==> src/rtl/parking_gate_controller_if.sv <==
// Sensor-side / controller-side bundle for the parking gate controller.
// master = lot sensors and status consumers, slave = the controller.
interface parking_gate_controller_if;
  logic       enter_sensor;
  logic       exit_sensor;
  logic [3:0] count;
  logic       full;
  logic       empty;
  logic       gate_in_open;
  logic       gate_out_open;
  logic       deny;
  logic       deny_code;

  modport master (
    output enter_sensor, exit_sensor,
    input  count, full, empty, gate_in_open, gate_out_open, deny, deny_code
  );

  modport slave (
    input  enter_sensor, exit_sensor,
    output count, full, empty, gate_in_open, gate_out_open, deny, deny_code
  );
endinterface

==> src/rtl/parking_gate_controller.sv <==
// Parking lot gate controller: edge-detects entry/exit sensors, arbitrates
// them (exit first), tracks 4-bit occupancy and times the gate-open outputs.
module parking_gate_controller #(
  parameter int unsigned CAPACITY    = 15,
  parameter int unsigned GATE_CYCLES = 8
) (
  input  logic                      clk,
  input  logic                      rst_n,
  parking_gate_controller_if.slave  bus
);

  typedef enum logic [1:0] {IDLE, OPEN_IN, OPEN_OUT, DENY} state_t;

  localparam logic [3:0] CAP       = 4'(CAPACITY);
  localparam logic [7:0] HOLD_LOAD = 8'(GATE_CYCLES - 1);

  state_t     state_q;
  logic       enter_hist_q, exit_hist_q;
  logic       pend_in_q, pend_out_q;
  logic       pend_in_d, pend_out_d;
  logic       rise_in, rise_out, svc_in, svc_out;
  logic [3:0] count_q;
  logic [7:0] hold_q;
  logic       full_q, empty_q, gate_in_q, gate_out_q, deny_q, deny_code_q;
  logic       addsub_sel;
  logic [3:0] addsub_b, addsub_sum;

  always_comb begin
    rise_in    = bus.enter_sensor & ~enter_hist_q;
    rise_out   = bus.exit_sensor  & ~exit_hist_q;
    svc_out    = (state_q == IDLE) & pend_out_q;
    svc_in     = (state_q == IDLE) & pend_in_q & ~pend_out_q;
    // a fresh edge on the service edge keeps the flag set
    pend_in_d  = (pend_in_q  & ~svc_in)  | rise_in;
    pend_out_d = (pend_out_q & ~svc_out) | rise_out;
    // 4-bit adder/subtractor, B=1; sel=1 subtracts via B inversion plus carry-in
    addsub_sel = pend_out_q;
    addsub_b   = 4'd1 ^ {4{addsub_sel}};
    addsub_sum = count_q + addsub_b + {3'b000, addsub_sel};
  end

  always_ff @(posedge clk or negedge rst_n) begin
    if (!rst_n) begin
      state_q      <= IDLE;
      enter_hist_q <= 1'b0;
      exit_hist_q  <= 1'b0;
      pend_in_q    <= 1'b0;
      pend_out_q   <= 1'b0;
      count_q      <= '0;
      hold_q       <= '0;
      full_q       <= 1'b0;
      empty_q      <= 1'b1;
      gate_in_q    <= 1'b0;
      gate_out_q   <= 1'b0;
      deny_q       <= 1'b0;
      deny_code_q  <= 1'b0;
    end else begin
      enter_hist_q <= bus.enter_sensor;
      exit_hist_q  <= bus.exit_sensor;
      pend_in_q    <= pend_in_d;
      pend_out_q   <= pend_out_d;
      deny_q       <= 1'b0;
      case (state_q)
        IDLE: begin
          if (pend_out_q) begin
            if (count_q == 4'd0) begin
              state_q     <= DENY;
              deny_q      <= 1'b1;
              deny_code_q <= 1'b1;
            end else begin
              state_q    <= OPEN_OUT;
              gate_out_q <= 1'b1;
              hold_q     <= HOLD_LOAD;
              count_q    <= addsub_sum;
              full_q     <= (addsub_sum == CAP);
              empty_q    <= (addsub_sum == 4'd0);
            end
          end else if (pend_in_q) begin
            if (count_q == CAP) begin
              state_q     <= DENY;
              deny_q      <= 1'b1;
              deny_code_q <= 1'b0;
            end else begin
              state_q   <= OPEN_IN;
              gate_in_q <= 1'b1;
              hold_q    <= HOLD_LOAD;
              count_q   <= addsub_sum;
              full_q    <= (addsub_sum == CAP);
              empty_q   <= (addsub_sum == 4'd0);
            end
          end
        end
        OPEN_IN: begin
          if (hold_q == 8'd0) begin
            state_q   <= IDLE;
            gate_in_q <= 1'b0;
          end else begin
            hold_q <= hold_q - 8'd1;
          end
        end
        OPEN_OUT: begin
          if (hold_q == 8'd0) begin
            state_q    <= IDLE;
            gate_out_q <= 1'b0;
          end else begin
            hold_q <= hold_q - 8'd1;
          end
        end
        DENY:    state_q <= IDLE;
        default: state_q <= IDLE;
      endcase
    end
  end

  assign bus.count         = count_q;
  assign bus.full          = full_q;
  assign bus.empty         = empty_q;
  assign bus.gate_in_open  = gate_in_q;
  assign bus.gate_out_open = gate_out_q;
  assign bus.deny          = deny_q;
  assign bus.deny_code     = deny_code_q;

endmodule
==> src/flat_wrapper.sv <==
// flat-port wrapper written by rule: the top's interface ports become plain ports
module parking_gate_controller_flat 
#(
  parameter int unsigned CAPACITY    = 15,
  parameter int unsigned GATE_CYCLES = 8
)
  (clk, rst_n, bus_enter_sensor, bus_exit_sensor, bus_count, bus_full, bus_empty, bus_gate_in_open, bus_gate_out_open, bus_deny, bus_deny_code);
  parking_gate_controller_if bus_i ();
  input  logic clk;
  input  logic rst_n;
  input wire logic [$bits(bus_i.enter_sensor)-1:0] bus_enter_sensor;
  input wire logic [$bits(bus_i.exit_sensor)-1:0] bus_exit_sensor;
  output wire logic [$bits(bus_i.count)-1:0] bus_count;
  output wire logic [$bits(bus_i.full)-1:0] bus_full;
  output wire logic [$bits(bus_i.empty)-1:0] bus_empty;
  output wire logic [$bits(bus_i.gate_in_open)-1:0] bus_gate_in_open;
  output wire logic [$bits(bus_i.gate_out_open)-1:0] bus_gate_out_open;
  output wire logic [$bits(bus_i.deny)-1:0] bus_deny;
  output wire logic [$bits(bus_i.deny_code)-1:0] bus_deny_code;
  assign bus_i.enter_sensor = bus_enter_sensor;
  assign bus_i.exit_sensor = bus_exit_sensor;
  assign bus_count = bus_i.count;
  assign bus_full = bus_i.full;
  assign bus_empty = bus_i.empty;
  assign bus_gate_in_open = bus_i.gate_in_open;
  assign bus_gate_out_open = bus_i.gate_out_open;
  assign bus_deny = bus_i.deny;
  assign bus_deny_code = bus_i.deny_code;
  parking_gate_controller #(.CAPACITY(CAPACITY), .GATE_CYCLES(GATE_CYCLES)) u_core (.clk(clk), .rst_n(rst_n), .bus(bus_i));
endmodule
==> config.mk <==
export PLATFORM = sky130hd
export DESIGN_NAME = parking_gate_controller_flat
export DESIGN_NICKNAME = d
export VERILOG_FILES = /design/src/rtl/parking_gate_controller_if.sv /design/src/rtl/parking_gate_controller.sv /design/src/flat_wrapper.sv
export SDC_FILE = /design/constraint.sdc
export NUM_CORES = 1
export LEC_CHECK = 0
export ABC_AREA = 1
export BUFFER_PORTS_ARGS = -buffer_cell sky130_fd_sc_hd__buf_2
export CAP_MARGIN = 20
export CORE_MARGIN = 10
export CORE_UTILIZATION = 50
export CTS_BUF_LIST = sky130_fd_sc_hd__clkbuf_4
export DETAILED_ROUTE_END_ITERATION = 8
export GPL_TIMING_DRIVEN = 0
export PLACE_DENSITY = 0.79
export REMOVE_ABC_BUFFERS = 1
export SYNTH_ARGS = -nofsm -noshare
export SYNTH_HDL_FRONTEND = slang
export SYNTH_SLANG_ARGS = --single-unit
==> constraint.sdc <==
create_clock -name clk -period 4.5 [get_ports clk]
set_clock_uncertainty 0.15 [all_clocks]
set_input_delay 0.675 -clock clk [delete_from_list [all_inputs] [get_ports clk]]
set_output_delay 0.675 -clock clk [all_outputs]
set_load 0.005 [all_outputs]
==> run_summary.xml, run 1 <==
<?xml version="1.0" encoding="UTF-8"?>
<metrics>
  <group name="outcome">
    <metric name="run_status" unit="">finished, final reports clean</metric>
  </group>
  <group name="synthesis">
    <metric name="synth_cell_type_count" unit="">25</metric>
    <metric name="ys_seq_elements" unit="">24</metric>
    <metric name="yosys_most_used_dff" unit="">sky130_fd_sc_hd__dfrtp_1</metric>
    <metric name="yosysWarnings" unit="">0</metric>
    <metric name="syn-mean-instance-area" unit="µm²">7.544</metric>
    <metric name="synth.yosys.seq_area_share" unit="%">38.73</metric>
    <metric name="syn_area" unit="µm²">1554</metric>
    <metric name="synthCells" unit="">206</metric>
    <metric name="synth_enable_flop_cells" unit="">0</metric>
    <metric name="ys_async_sr_fraction" unit="%">100.0</metric>
  </group>
  <group name="setup_path">
    <metric name="cpPeakStageDelay" unit="ns">0.71</metric>
    <metric name="crit_path_start_kind" unit="">flip-flop</metric>
    <metric name="critical_path.reg2reg.startpoint" unit="">u_core.addsub_sel</metric>
    <metric name="timing.critical_path.from" unit="">u_core.addsub_sel</metric>
    <metric name="cpMostUsedCell" unit="">sky130_fd_sc_hd__nand2_1</metric>
    <metric name="worstPathRequired" unit="ns">4.61</metric>
    <metric name="crit_fanout" unit="">12</metric>
    <metric name="worstPathCellList" unit="">inv_2, ha_1, xnor2_1, nand2_1, nor2_1, nand2_1, nand2_1</metric>
    <metric name="critPathArrivalTime" unit="ns">2.03</metric>
    <metric name="worstSetupEndpointType" unit="">flip-flop</metric>
    <metric name="timing_worst_setup_path_type" unit="">reg2reg</metric>
    <metric name="cpMaxStageDelayCell" unit="">sky130_fd_sc_hd__dfrtp_1</metric>
  </group>
  <group name="routing">
    <metric name="viasPerCell" unit="">4.858</metric>
    <metric name="detail_route.wirelength" unit="µm">2891</metric>
    <metric name="drc" unit="">0</metric>
    <metric name="dr_total_vias" unit="">1234</metric>
    <metric name="drt.antenna.violating_nets" unit="">0</metric>
    <metric name="avgRoutedWirePerCell" unit="µm">11.38</metric>
    <metric name="dr.first_iter.drc_count" unit="">87</metric>
    <metric name="first_pass_detailed_route_iteration_total" unit="">4</metric>
  </group>
  <group name="cts">
    <metric name="cts_inserted_buffers" unit="">3</metric>
    <metric name="hold_buffers" unit="">0</metric>
    <metric name="clk_path_buf_depth" unit="">2</metric>
    <metric name="post-cts-setup-buffer-count" unit="">0</metric>
    <metric name="worstSkewPairLatency" unit="ns">0.31</metric>
    <metric name="ctsHtreeMaxLevel" unit="">1</metric>
    <metric name="clk_transition_reported_paths" unit="ns">0.13</metric>
    <metric name="cts_sinks" unit="">24</metric>
    <metric name="cts_root_buffer" unit="">sky130_fd_sc_hd__clkbuf_4</metric>
    <metric name="post_cts.resized_instances" unit="">0</metric>
    <metric name="cts_tree" unit="">yes</metric>
  </group>
  <group name="pwr">
    <metric name="total_leakage_power" unit="nW">0.9353</metric>
    <metric name="netSwitchingFraction" unit="%">50.28</metric>
    <metric name="cellPowerDensity" unit="nW/µm²">695.8</metric>
    <metric name="ir_drop" unit="V">0.0003569</metric>
    <metric name="p_sw" unit="W">0.0005822</metric>
    <metric name="comb_power_share" unit="%">58.7</metric>
    <metric name="power.share.clock" unit="%">8.2</metric>
    <metric name="power.share.sequential" unit="%">33.2</metric>
    <metric name="int_power" unit="W">0.0005756</metric>
  </group>
  <group name="sta">
    <metric name="final_max_slew_viol_count" unit="">0</metric>
    <metric name="finalHoldViolCount" unit="">0</metric>
    <metric name="setup_viol_count_final" unit="">0</metric>
    <metric name="timing.fmax" unit="GHz">0.5208</metric>
    <metric name="timing.slew.headroom" unit="%">63.40</metric>
    <metric name="timing.final.crit_share" unit="%">42.67</metric>
    <metric name="setup_repair_after_global_routing_missed_its_margin" unit="">false</metric>
    <metric name="whs" unit="ns">0.1640</metric>
    <metric name="fin_setup_tns" unit="ns">0</metric>
    <metric name="min_period" unit="ns">1.920</metric>
    <metric name="worst-slew-pin-transition" unit="ns">0.5490</metric>
  </group>
  <group name="grt">
    <metric name="grt_pass1_wl" unit="µm">5244</metric>
    <metric name="gr-usage-all-layers" unit="%">11.76</metric>
    <metric name="via_count_of_the_first_global_routing_pass" unit="">1204</metric>
    <metric name="global_route.overflow_total" unit="">0</metric>
    <metric name="grt_start_max_net_pins" unit="">25</metric>
    <metric name="grt_antenna_before_repair" unit="">0</metric>
  </group>
  <group name="floorplan">
    <metric name="initial_core_util" unit="%">51.75</metric>
    <metric name="die_height" unit="µm">75.75</metric>
    <metric name="die_width" unit="µm">75.75</metric>
    <metric name="ios" unit="">14</metric>
    <metric name="core_region_area" unit="µm²">3003</metric>
    <metric name="dieArea" unit="µm²">5738</metric>
    <metric name="core.rowCount" unit="">20</metric>
  </group>
  <group name="finish">
    <metric name="layout_commonest_cell" unit="">sky130_fd_sc_hd__nand2_1</metric>
    <metric name="final-instance-count-excl-fill" unit="">254</metric>
    <metric name="areaGrowthSynthToFinish" unit="%">7.086</metric>
    <metric name="num_antenna_cells" unit="">0</metric>
    <metric name="drive_gt1_share" unit="%">15.38</metric>
    <metric name="finish.net_count" unit="">238</metric>
    <metric name="layout.cells.most_common_list" unit="">sky130_fd_sc_hd__nand2_1 (67), sky130_fd_sc_hd__inv_1 (25), sky130_fd_sc_hd__dfrtp_1 (23), sky130_fd_sc_hd__nand3_1 (18), sky130_fd_sc_hd__nor2_1 (17)</metric>
    <metric name="finalCoreUtilization" unit="%">55.42</metric>
  </group>
  <group name="job">
    <metric name="drv_cap" unit="">0</metric>
  </group>
  <group name="placement">
    <metric name="count_of_buffers_inserted_at_the_top_level_ports" unit="">13</metric>
    <metric name="hpwl" unit="µm">2286</metric>
    <metric name="gp_routability_congestion" unit="">0.8178</metric>
    <metric name="post-place-cells" unit="">250</metric>
  </group>
  <group name="hold_path">
    <metric name="worst_hold_path_type" unit="">in2async</metric>
  </group>
</metrics>
[critical path, delay by kind of cell (launching register included)]
family	cells	cell delay [ns]
buf+inv	1	0.16
fa+ha+maj	1	0.32
xor+xnor	1	0.22
simple gates	4	0.32
flops	1	0.71
[final cells by class]
class	count	area [µm²]
clock inverters	1	3.754
multi-input cells	151	820.8
clock buffers	3	22.52
fillers	290	1339
well taps	33	41.29
inverters	29	108.9
repair buffers	13	65.06
flip-flops and latches	24	601.8
[sequential cells by signal, indices dropped and copies added, names as in the netlist]
name,flops
u_core.hold_q,8
u_core.bus.count,4
u_core.state_q,2
u_core.addsub_sel,1
u_core.bus.deny,1
u_core.bus.deny_code,1
u_core.bus.empty,1
u_core.bus.full,1
u_core.bus.gate_in_open,1
u_core.bus.gate_out_open,1
u_core.enter_hist_q,1
u_core.exit_hist_q,1
u_core.pend_in_q,1
[power groups by stage]
stage / registers (W) / clock network [W] / logic, W
6_report: 0.000384 / 0.0000944 / 0.000680
5_1_grt: 0.000401 / 0.000108 / 0.000794
4_1_cts: 0.000385 / 0.0000986 / 0.000684
3_5_place_dp: 0.000390 / 0 / 0.000680
3_3_place_gp: 0.000386 / 0 / 0.000661
2_1_floorplan: 0.000375 / 0 / 0.000520
[cells in the mapped netlist, types with 2 or more instances]
cell type                 number  area, µm²
sky130_fd_sc_hd__nand2_1      67      251.5
sky130_fd_sc_hd__inv_1        25      93.84
sky130_fd_sc_hd__dfrtp_1      23      575.6
sky130_fd_sc_hd__nand3_1      18      90.09
sky130_fd_sc_hd__nor2_1       17      63.81
sky130_fd_sc_hd__ha_1         11      137.6
sky130_fd_sc_hd__o21ai_0      11      55.05
sky130_fd_sc_hd__inv_2         4      15.01
sky130_fd_sc_hd__nor2_4        4      45.04
sky130_fd_sc_hd__nand2_2       3      18.77
sky130_fd_sc_hd__nand4_1       3      18.77
sky130_fd_sc_hd__a21oi_1       2      10.01
sky130_fd_sc_hd__buf_6         2      22.52
sky130_fd_sc_hd__nor2_2        2      12.51
sky130_fd_sc_hd__o21ai_1       2      10.01
sky130_fd_sc_hd__xnor2_1       2      17.52
sky130_fd_sc_hd__xor2_1        2      17.52
[routing by layer]
metal	up-vias	part of all wire (%)	track usage (%)
met4	0	1.4	3.093
li1	674	-	-
met5	-	0	0
met1	540	51	14.82
met3	5	4.0	3.646
met2	15	43	18.96
[logic make-up after synthesis]
group | synth area share (%)
adders and majority gates | 10.14
AOI/OAI and AO/OA | 6.361
xor gates and xnor gates | 2.255
DFF | 38.73
and+or+nand+nor | 34.06
buffers and inverters | 8.454
[through the flow]
step	instance area [µm²]	total power, W	worst slack, ns
global placement	1638	0.001048	2.614
CTS	1664	0.001168	2.575
detailed placement	1638	0.001070	2.609
floorplan	1531	0.0008941	2.822
global route	1664	0.001303	2.389
finish	1664	0.001158	2.580
[final timing paths]
check                      slack [ns]  cells after the start                 to
max reg2reg                      2.58                      7   u_core.bus.empty
min reg2reg                      0.28                      1  u_core.addsub_sel
max in group asynchronous        3.67                      1   u_core.bus.empty
min in group clk                 0.28                      1  u_core.addsub_sel
max                              2.58                      7   u_core.bus.empty
min                              0.16                      1    u_core.bus.deny
(Power assumes the default switching activity.)
==> run 2, diff against run 1 <==
--- a/config.mk
+++ b/config.mk
@@ -5,7 +5,7 @@
 export SDC_FILE = /design/constraint.sdc
 export NUM_CORES = 1
 export LEC_CHECK = 0
-export ABC_AREA = 1
+export ABC_AREA = 0
 export BUFFER_PORTS_ARGS = -buffer_cell sky130_fd_sc_hd__buf_2
 export CAP_MARGIN = 20
 export CORE_MARGIN = 10
==> constraint.sdc (replaced) <==
create_clock -name clk -period 1.8 [get_ports clk]
set_clock_uncertainty 0.15 [all_clocks]
set_input_delay 0.27 -clock clk [delete_from_list [all_inputs] [get_ports clk]]
set_output_delay 0.27 -clock clk [all_outputs]
set_load 0.005 [all_outputs]
==> run_summary.xml, run 2 <==
<?xml version="1.0" encoding="UTF-8"?>
<metrics>
  <group name="outcome">
    <metric name="run_status" unit="">finished, violations left</metric>
    <metric name="violations" unit="">negative setup slack</metric>
  </group>
  <group name="pwr">
    <metric name="ir_drop" unit="V">0.001275</metric>
    <metric name="cellPowerDensity" unit="nW/µm²">1883</metric>
    <metric name="total_leakage_power" unit="nW">0.8200</metric>
  </group>
  <group name="finish">
    <metric name="drive_gt1_share" unit="%">46.20</metric>
    <metric name="num_antenna_cells" unit="">0</metric>
    <metric name="areaGrowthSynthToFinish" unit="%">35.97</metric>
    <metric name="finalCoreUtilization" unit="%">70.07</metric>
    <metric name="top_register" unit="">u_core.hold_q</metric>
    <metric name="layout_commonest_cell" unit="">sky130_fd_sc_hd__dfrtp_1</metric>
    <metric name="layout.cells.most_common_list" unit="">sky130_fd_sc_hd__dfrtp_1 (18), sky130_fd_sc_hd__buf_2 (14), sky130_fd_sc_hd__buf_4 (10), sky130_fd_sc_hd__inv_1 (9), sky130_fd_sc_hd__nand2_1 (8)</metric>
    <metric name="nFillCells" unit="">195</metric>
    <metric name="finalInstanceArea" unit="µm²">1916</metric>
    <metric name="largest_register_ff_count" unit="">8</metric>
    <metric name="multi_input_comb_area" unit="µm²">948.4</metric>
    <metric name="finish.net_count" unit="">188</metric>
    <metric name="regArea" unit="µm²">608.1</metric>
  </group>
  <group name="synthesis">
    <metric name="syn_area" unit="µm²">1409</metric>
    <metric name="yosys_most_used_dff" unit="">sky130_fd_sc_hd__dfrtp_1</metric>
    <metric name="syn-mean-instance-area" unit="µm²">10.21</metric>
    <metric name="synth_top_cells_by_area" unit="">sky130_fd_sc_hd__dfrtp_1 (41%), sky130_fd_sc_hd__ha_1 (9.8%), sky130_fd_sc_hd__mux2_2 (4.8%)</metric>
    <metric name="yosysWarnings" unit="">0</metric>
    <metric name="top_count_cell_post_synth" unit="">sky130_fd_sc_hd__dfrtp_1</metric>
    <metric name="synthCells" unit="">138</metric>
    <metric name="synthDominantCellAreaShare" unit="%">40.85</metric>
    <metric name="synth_top_cell_by_area" unit="">sky130_fd_sc_hd__dfrtp_1</metric>
    <metric name="ys_top_cells_by_count" unit="">sky130_fd_sc_hd__dfrtp_1 (23), sky130_fd_sc_hd__inv_1 (12), sky130_fd_sc_hd__o21ai_0 (12)</metric>
    <metric name="ys_async_sr_fraction" unit="%">100.0</metric>
    <metric name="ys_seq_elements" unit="">24</metric>
    <metric name="synth.yosys.seq_area_share" unit="%">42.72</metric>
    <metric name="synth_enable_flop_cells" unit="">0</metric>
    <metric name="synth_cell_type_count" unit="">45</metric>
  </group>
  <group name="floorplan">
    <metric name="die_height" unit="µm">73.08</metric>
    <metric name="ios" unit="">14</metric>
    <metric name="initial_core_util" unit="%">51.53</metric>
    <metric name="die_width" unit="µm">73.08</metric>
    <metric name="core_region_area" unit="µm²">2734</metric>
    <metric name="core.rowCount" unit="">19</metric>
    <metric name="dieArea" unit="µm²">5341</metric>
  </group>
  <group name="sta">
    <metric name="setup_viol_count_final" unit="">16</metric>
    <metric name="worst-slew-pin-transition" unit="ns">0.5358</metric>
    <metric name="setup_repair_after_global_routing_missed_its_margin" unit="">true</metric>
    <metric name="timing.slew.headroom" unit="%">64.28</metric>
    <metric name="fin_setup_tns" unit="ns">-1.430</metric>
    <metric name="worst_slack" unit="ns">-0.1972</metric>
    <metric name="timing.fmax" unit="GHz">0.5007</metric>
    <metric name="min_period" unit="ns">1.997</metric>
    <metric name="finalHoldViolCount" unit="">0</metric>
    <metric name="timing.final.crit_share" unit="%">111.0</metric>
    <metric name="final_max_slew_viol_count" unit="">0</metric>
  </group>
  <group name="cts">
    <metric name="clk_transition_reported_paths" unit="ns">0.14</metric>
    <metric name="cts_tree" unit="">yes</metric>
    <metric name="worstSkewPairLatency" unit="ns">0.32</metric>
    <metric name="cts_root_buffer" unit="">sky130_fd_sc_hd__clkbuf_4</metric>
    <metric name="cts_sinks" unit="">24</metric>
    <metric name="cts_inserted_buffers" unit="">3</metric>
    <metric name="clk_path_buf_depth" unit="">2</metric>
    <metric name="ctsHtreeMaxLevel" unit="">1</metric>
  </group>
  <group name="placement">
    <metric name="gp_routability_congestion" unit="">0.8292</metric>
    <metric name="count_of_buffers_inserted_at_the_top_level_ports" unit="">13</metric>
    <metric name="placed_cell_area" unit="µm²">1496</metric>
    <metric name="hpwl" unit="µm">2070</metric>
  </group>
  <group name="setup_path">
    <metric name="critPathArrivalTime" unit="ns">2.10</metric>
    <metric name="worstSetupEndpointType" unit="">flip-flop</metric>
    <metric name="worstPathRequired" unit="ns">1.91</metric>
    <metric name="crit_fanout" unit="">5</metric>
    <metric name="timing_worst_setup_path_type" unit="">reg2reg</metric>
    <metric name="crit_path_start_kind" unit="">flip-flop</metric>
  </group>
  <group name="routing">
    <metric name="detail_route.wirelength" unit="µm">3519</metric>
    <metric name="drc" unit="">0</metric>
    <metric name="viasPerCell" unit="">6.074</metric>
    <metric name="first_pass_detailed_route_iteration_total" unit="">5</metric>
    <metric name="avgRoutedWirePerCell" unit="µm">17.42</metric>
    <metric name="dr.first_iter.drc_count" unit="">134</metric>
    <metric name="drt.antenna.violating_nets" unit="">0</metric>
    <metric name="dr_total_vias" unit="">1227</metric>
  </group>
  <group name="grt">
    <metric name="grt_pass1_wl" unit="µm">5430</metric>
    <metric name="grt_antenna_before_repair" unit="">0</metric>
    <metric name="grt_start_max_net_pins" unit="">25</metric>
    <metric name="global_route.overflow_total" unit="">0</metric>
    <metric name="gr-usage-all-layers" unit="%">12.37</metric>
    <metric name="via_count_of_the_first_global_routing_pass" unit="">1204</metric>
  </group>
  <group name="hold_path">
    <metric name="worst_hold_path_type" unit="">in2async</metric>
  </group>
  <group name="job">
    <metric name="drv_cap" unit="">0</metric>
  </group>
</metrics>
-- run 2: changes by cell type in the layout (fill, tap and decap cells not counted), moves of 5 or more --
cell                      delta
sky130_fd_sc_hd__buf_4      +10
sky130_fd_sc_hd__dfrtp_1     -5
sky130_fd_sc_hd__dfrtp_2     +5
sky130_fd_sc_hd__ha_1        -6
sky130_fd_sc_hd__inv_1      -16
sky130_fd_sc_hd__mux2_2      +5
sky130_fd_sc_hd__nand2_1    -59
sky130_fd_sc_hd__nand3_1    -16
sky130_fd_sc_hd__nor2_1     -13
-- run 2: worst paths after layout --
path                            slack (ns)          startpoint             endpoint  depth (start not counted)
worst max-delay path                 -0.20   u_core.state_q[1]     u_core.hold_q[3]                          5
worst min-delay path                  0.29               rst_n     u_core.hold_q[2]                          2
worst max register to register       -0.20   u_core.state_q[1]     u_core.hold_q[3]                          5
worst min register to register        0.29  u_core.exit_hist_q    u_core.addsub_sel                          1
max in group asynchronous             0.82               rst_n  u_core.bus.count[0]                          2
min in group clk                      0.29  u_core.exit_hist_q    u_core.addsub_sel                          1
-- run 2: power breakdown --
group	total, W	switching [W]	leakage, nW	internal [W]
sequential	0.000964	0.000249	0.280	0.000715
combinational	0.00225	0.00114	0.512	0.00111
clock	0.000397	0.000172	0.0279	0.000225
total	0.00361	0.00156	0.820	0.00205
-- run 2: final cells by class --
class / instances / area share (%)
clock inverter: 1 / 1.568
clock buffer: 3 / 1.176
inverter: 12 / 2.482
tap: 31 / 2.025
multi-input combinational: 100 / 49.51
timing repair buffer: 31 / 11.50
sequential: 24 / 31.74
-- run 2: per-layer routing --
layer	track usage [%]	vias up	routed length [µm]
li1	-	571	-
met1	13.51	613	1479
met2	22.92	35	1862
met3	2.585	8	132
met4	3.797	0	45
met5	0	-	0
-- run 2: cell families after synthesis --
logic type / after synthesis / share of synthesized area, %
fa+ha+maj: 12 / 11.19
flops: 24 / 42.72
buf+inv: 14 / 4.351
xor+xnor: 4 / 2.487
compound gates: 38 / 17.94
mux: 8 / 6.216
simple gates: 38 / 15.10
-- run 2: worst max-delay path, cell delays in order (launching register included) --
cell and delay [ns]:
sky130_fd_sc_hd__dfrtp_1 0.43, sky130_fd_sc_hd__ha_2 0.20, sky130_fd_sc_hd__or3b_1 0.39, sky130_fd_sc_hd__o221a_4 0.26, sky130_fd_sc_hd__or4_1 0.40, sky130_fd_sc_hd__o21ai_1 0.11
-- run 2: through the flow --
stage | setup WS, ns | hold WS [ns] | power (W) | instances
2_1_floorplan | -0.2317 | -0.1756 | 0.001975 | 136
3_3_place_gp | -0.3367 | 0.1305 | 0.002273 | 180
3_5_place_dp | -0.3575 | 0.1382 | 0.002355 | 180
4_1_cts | -0.1345 | 0.2875 | 0.003170 | 199
5_1_grt | -0.2854 | 0.3087 | 0.003835 | 202
6_report | -0.1972 | 0.2863 | 0.003608 | 202
-- run 2: timing repair --
action / CTS / global route
hold endpoints to repair: 25 / 0
resized for setup: 34 / 23
pin swaps: 11 / 8
setup buffers: 11 / 3
hold buffers: 3 / 0
setup endpoints to repair: 19 / 19
gates cloned: 1 / 0
==> run 3, diff against run 2 <==
--- a/config.mk
+++ b/config.mk
@@ -8,6 +8,7 @@
 export ABC_AREA = 0
 export BUFFER_PORTS_ARGS = -buffer_cell sky130_fd_sc_hd__buf_2
 export CAP_MARGIN = 20
+export CORE_ASPECT_RATIO = 1.1
 export CORE_MARGIN = 10
 export CORE_UTILIZATION = 50
 export CTS_BUF_LIST = sky130_fd_sc_hd__clkbuf_4
==> run_summary.xml, run 3 (synthesis results as in run 2) <==
<?xml version="1.0" encoding="UTF-8"?>
<metrics>
  <group name="placement">
    <metric name="post-place-cells" unit="">182</metric>
    <metric name="hpwl" unit="µm">2153</metric>
    <metric name="gp_routability_congestion" unit="">0.8610</metric>
    <metric name="count_of_buffers_inserted_at_the_top_level_ports" unit="">13</metric>
  </group>
  <group name="outcome">
    <metric name="run_status" unit="">finished, violations left</metric>
    <metric name="violations" unit="">negative setup slack</metric>
  </group>
  <group name="finish">
    <metric name="areaGrowthSynthToFinish" unit="%">30.64</metric>
    <metric name="final-instance-count-excl-fill" unit="">204</metric>
    <metric name="layout.cells.most_common_list" unit="">sky130_fd_sc_hd__dfrtp_1 (17), sky130_fd_sc_hd__buf_2 (13), sky130_fd_sc_hd__buf_4 (13), sky130_fd_sc_hd__inv_1 (9)</metric>
    <metric name="top_register" unit="">u_core.hold_q</metric>
    <metric name="largest_register_ff_count" unit="">8</metric>
    <metric name="drive_gt1_share" unit="%">42.69</metric>
    <metric name="num_antenna_cells" unit="">0</metric>
    <metric name="layout_commonest_cell" unit="">sky130_fd_sc_hd__dfrtp_1</metric>
    <metric name="nFillCells" unit="">181</metric>
    <metric name="finish.net_count" unit="">188</metric>
  </group>
  <group name="cts">
    <metric name="clk_path_buf_depth" unit="">2</metric>
    <metric name="cts_inserted_buffers" unit="">3</metric>
    <metric name="ctsHtreeMaxLevel" unit="">1</metric>
    <metric name="cts_sinks" unit="">24</metric>
    <metric name="cts_root_buffer" unit="">sky130_fd_sc_hd__clkbuf_4</metric>
    <metric name="clk_transition_reported_paths" unit="ns">0.14</metric>
    <metric name="cts_tree" unit="">yes</metric>
    <metric name="worstSkewPairLatency" unit="ns">0.32</metric>
  </group>
  <group name="setup_path">
    <metric name="timing.critical_path.from" unit="">u_core.bus.count[1]</metric>
    <metric name="critPathArrivalTime" unit="ns">2.05</metric>
    <metric name="worstPathRequired" unit="ns">1.88</metric>
    <metric name="timing_worst_setup_path_type" unit="">reg2reg</metric>
    <metric name="worstSetupEndpointType" unit="">flip-flop</metric>
    <metric name="crit_fanout" unit="">7</metric>
    <metric name="flop_to_flop_setup_slack" unit="ns">-0.17</metric>
    <metric name="critical_path.reg2reg.startpoint" unit="">u_core.bus.count[1]</metric>
    <metric name="crit_path_start_kind" unit="">flip-flop</metric>
  </group>
  <group name="sta">
    <metric name="timing.final.crit_share" unit="%">109.4</metric>
    <metric name="final_max_slew_viol_count" unit="">0</metric>
    <metric name="worst-slew-pin-transition" unit="ns">0.5332</metric>
    <metric name="min_period" unit="ns">1.969</metric>
    <metric name="worst_slack" unit="ns">-0.1690</metric>
    <metric name="setup_repair_after_global_routing_missed_its_margin" unit="">true</metric>
    <metric name="setup_viol_count_final" unit="">15</metric>
    <metric name="timing.slew.headroom" unit="%">64.46</metric>
    <metric name="timing.fmax" unit="GHz">0.5079</metric>
    <metric name="finalHoldViolCount" unit="">0</metric>
  </group>
  <group name="routing">
    <metric name="viasPerCell" unit="">5.946</metric>
    <metric name="avgRoutedWirePerCell" unit="µm">16.87</metric>
    <metric name="dr.first_iter.drc_count" unit="">55</metric>
    <metric name="drt.antenna.violating_nets" unit="">0</metric>
    <metric name="detail_route.wirelength" unit="µm">3442</metric>
    <metric name="dr_total_vias" unit="">1213</metric>
    <metric name="first_pass_detailed_route_iteration_total" unit="">4</metric>
    <metric name="drc" unit="">0</metric>
  </group>
  <group name="pwr">
    <metric name="p_total" unit="W">0.003378</metric>
    <metric name="total_leakage_power" unit="nW">0.8018</metric>
    <metric name="ir_drop" unit="V">0.001363</metric>
    <metric name="cellPowerDensity" unit="nW/µm²">1835</metric>
  </group>
  <group name="grt">
    <metric name="gr-usage-all-layers" unit="%">12.25</metric>
    <metric name="grt_antenna_before_repair" unit="">0</metric>
    <metric name="grt_start_max_net_pins" unit="">25</metric>
    <metric name="via_count_of_the_first_global_routing_pass" unit="">1152</metric>
    <metric name="grt_pass1_wl" unit="µm">5382</metric>
    <metric name="global_route.overflow_total" unit="">0</metric>
  </group>
  <group name="floorplan">
    <metric name="core.rowCount" unit="">20</metric>
    <metric name="dieArea" unit="µm²">5343</metric>
    <metric name="core_region_area" unit="µm²">2728</metric>
    <metric name="initial_core_util" unit="%">51.65</metric>
    <metric name="die_height" unit="µm">75.67</metric>
    <metric name="ios" unit="">14</metric>
    <metric name="die_width" unit="µm">70.61</metric>
  </group>
  <group name="job">
    <metric name="drv_cap" unit="">0</metric>
  </group>
  <group name="hold_path">
    <metric name="worst_hold_path_type" unit="">in2async</metric>
  </group>
</metrics>
## run 3: cell count changes in the layout (fill, tap and decap cells not counted), moves of 2 or more
cell	previous run	this run
sky130_fd_sc_hd__buf_6	4	0
sky130_fd_sc_hd__a21oi_1	4	7
sky130_fd_sc_hd__a21oi_2	3	0
sky130_fd_sc_hd__buf_4	10	13
sky130_fd_sc_hd__ha_1	5	8
sky130_fd_sc_hd__ha_4	4	1
sky130_fd_sc_hd__or2_2	1	3
sky130_fd_sc_hd__or2_4	2	0
## run 3: repair_timing
item                       in CTS  in global routing
resized for setup              17                 28
hold endpoints to repair       25                  0
pin swaps                       8                 11
hold buffers                    3                  0
setup buffers                   9                  6
setup endpoints to repair      19                 19
## run 3: worst max-delay path, stage by stage, from the launching register on
cell and delay [ns]:
sky130_fd_sc_hd__dfrtp_2 0.50, sky130_fd_sc_hd__and4_1 0.29, sky130_fd_sc_hd__mux2_4 0.32, sky130_fd_sc_hd__or2_2 0.34, sky130_fd_sc_hd__mux2_2 0.27
## run 3: per-layer routing
metal  GRT usage [%]  vias up  wire [µm]
met5               0        -          0
met4           5.806        0         78
met3           2.865       10        174
met2           22.46       48       1866
met1           13.17      593       1321
li1                -      562          -
## run 3: path summary, 6_finish.rpt
check	cells past startpoint	endpoint
setup / recovery	4	u_core.bus.count[1]
hold / removal	2	u_core.hold_q[4]
setup reg to reg	4	u_core.bus.count[1]
hold reg to reg	1	u_core.addsub_sel
max in group asynchronous	2	u_core.addsub_sel
min in group clk	1	u_core.addsub_sel
## run 3: area by class of cell
cell class	count	area, µm²	area share, %
timing repair buffer	31	217.7	11.83
sequential	24	609.3	33.11
clock buffer	3	22.52	1.224
multi-input combinational	100	898.4	48.81
tap	33	41.29	2.243
clock inverter	1	3.754	0.2039
inverter	12	47.55	2.583
## run 3: through the flow
| stage | hold WS, ns | setup WS (ns) | TNS (ns) | cell area, µm² | util (%) |
|---|---|---|---|---|---|
| 2_1_floorplan | -0.1756 | -0.2317 | -0.9560 | 1393 | - |
| 3_3_place_gp | 0.1239 | -0.3468 | -3.879 | 1499 | 54.95 |
| 3_5_place_dp | 0.1385 | -0.3862 | -4.592 | 1499 | 54.95 |
| 4_1_cts | 0.3077 | -0.1624 | -1.904 | 1677 | 61.47 |
| 5_1_grt | 0.3093 | -0.2226 | -2.656 | 1841 | 67.48 |
| 6_report | 0.2938 | -0.1690 | -1.653 | 1841 | 67.48 |
## run 3: power breakdown
part	leakage (nW)	switching [W]	internal (W)
Combinational	0.508	0.00111	0.00107
Sequential	0.279	0.000230	0.000716
Clock	0.0154	0.000170	0.0000814
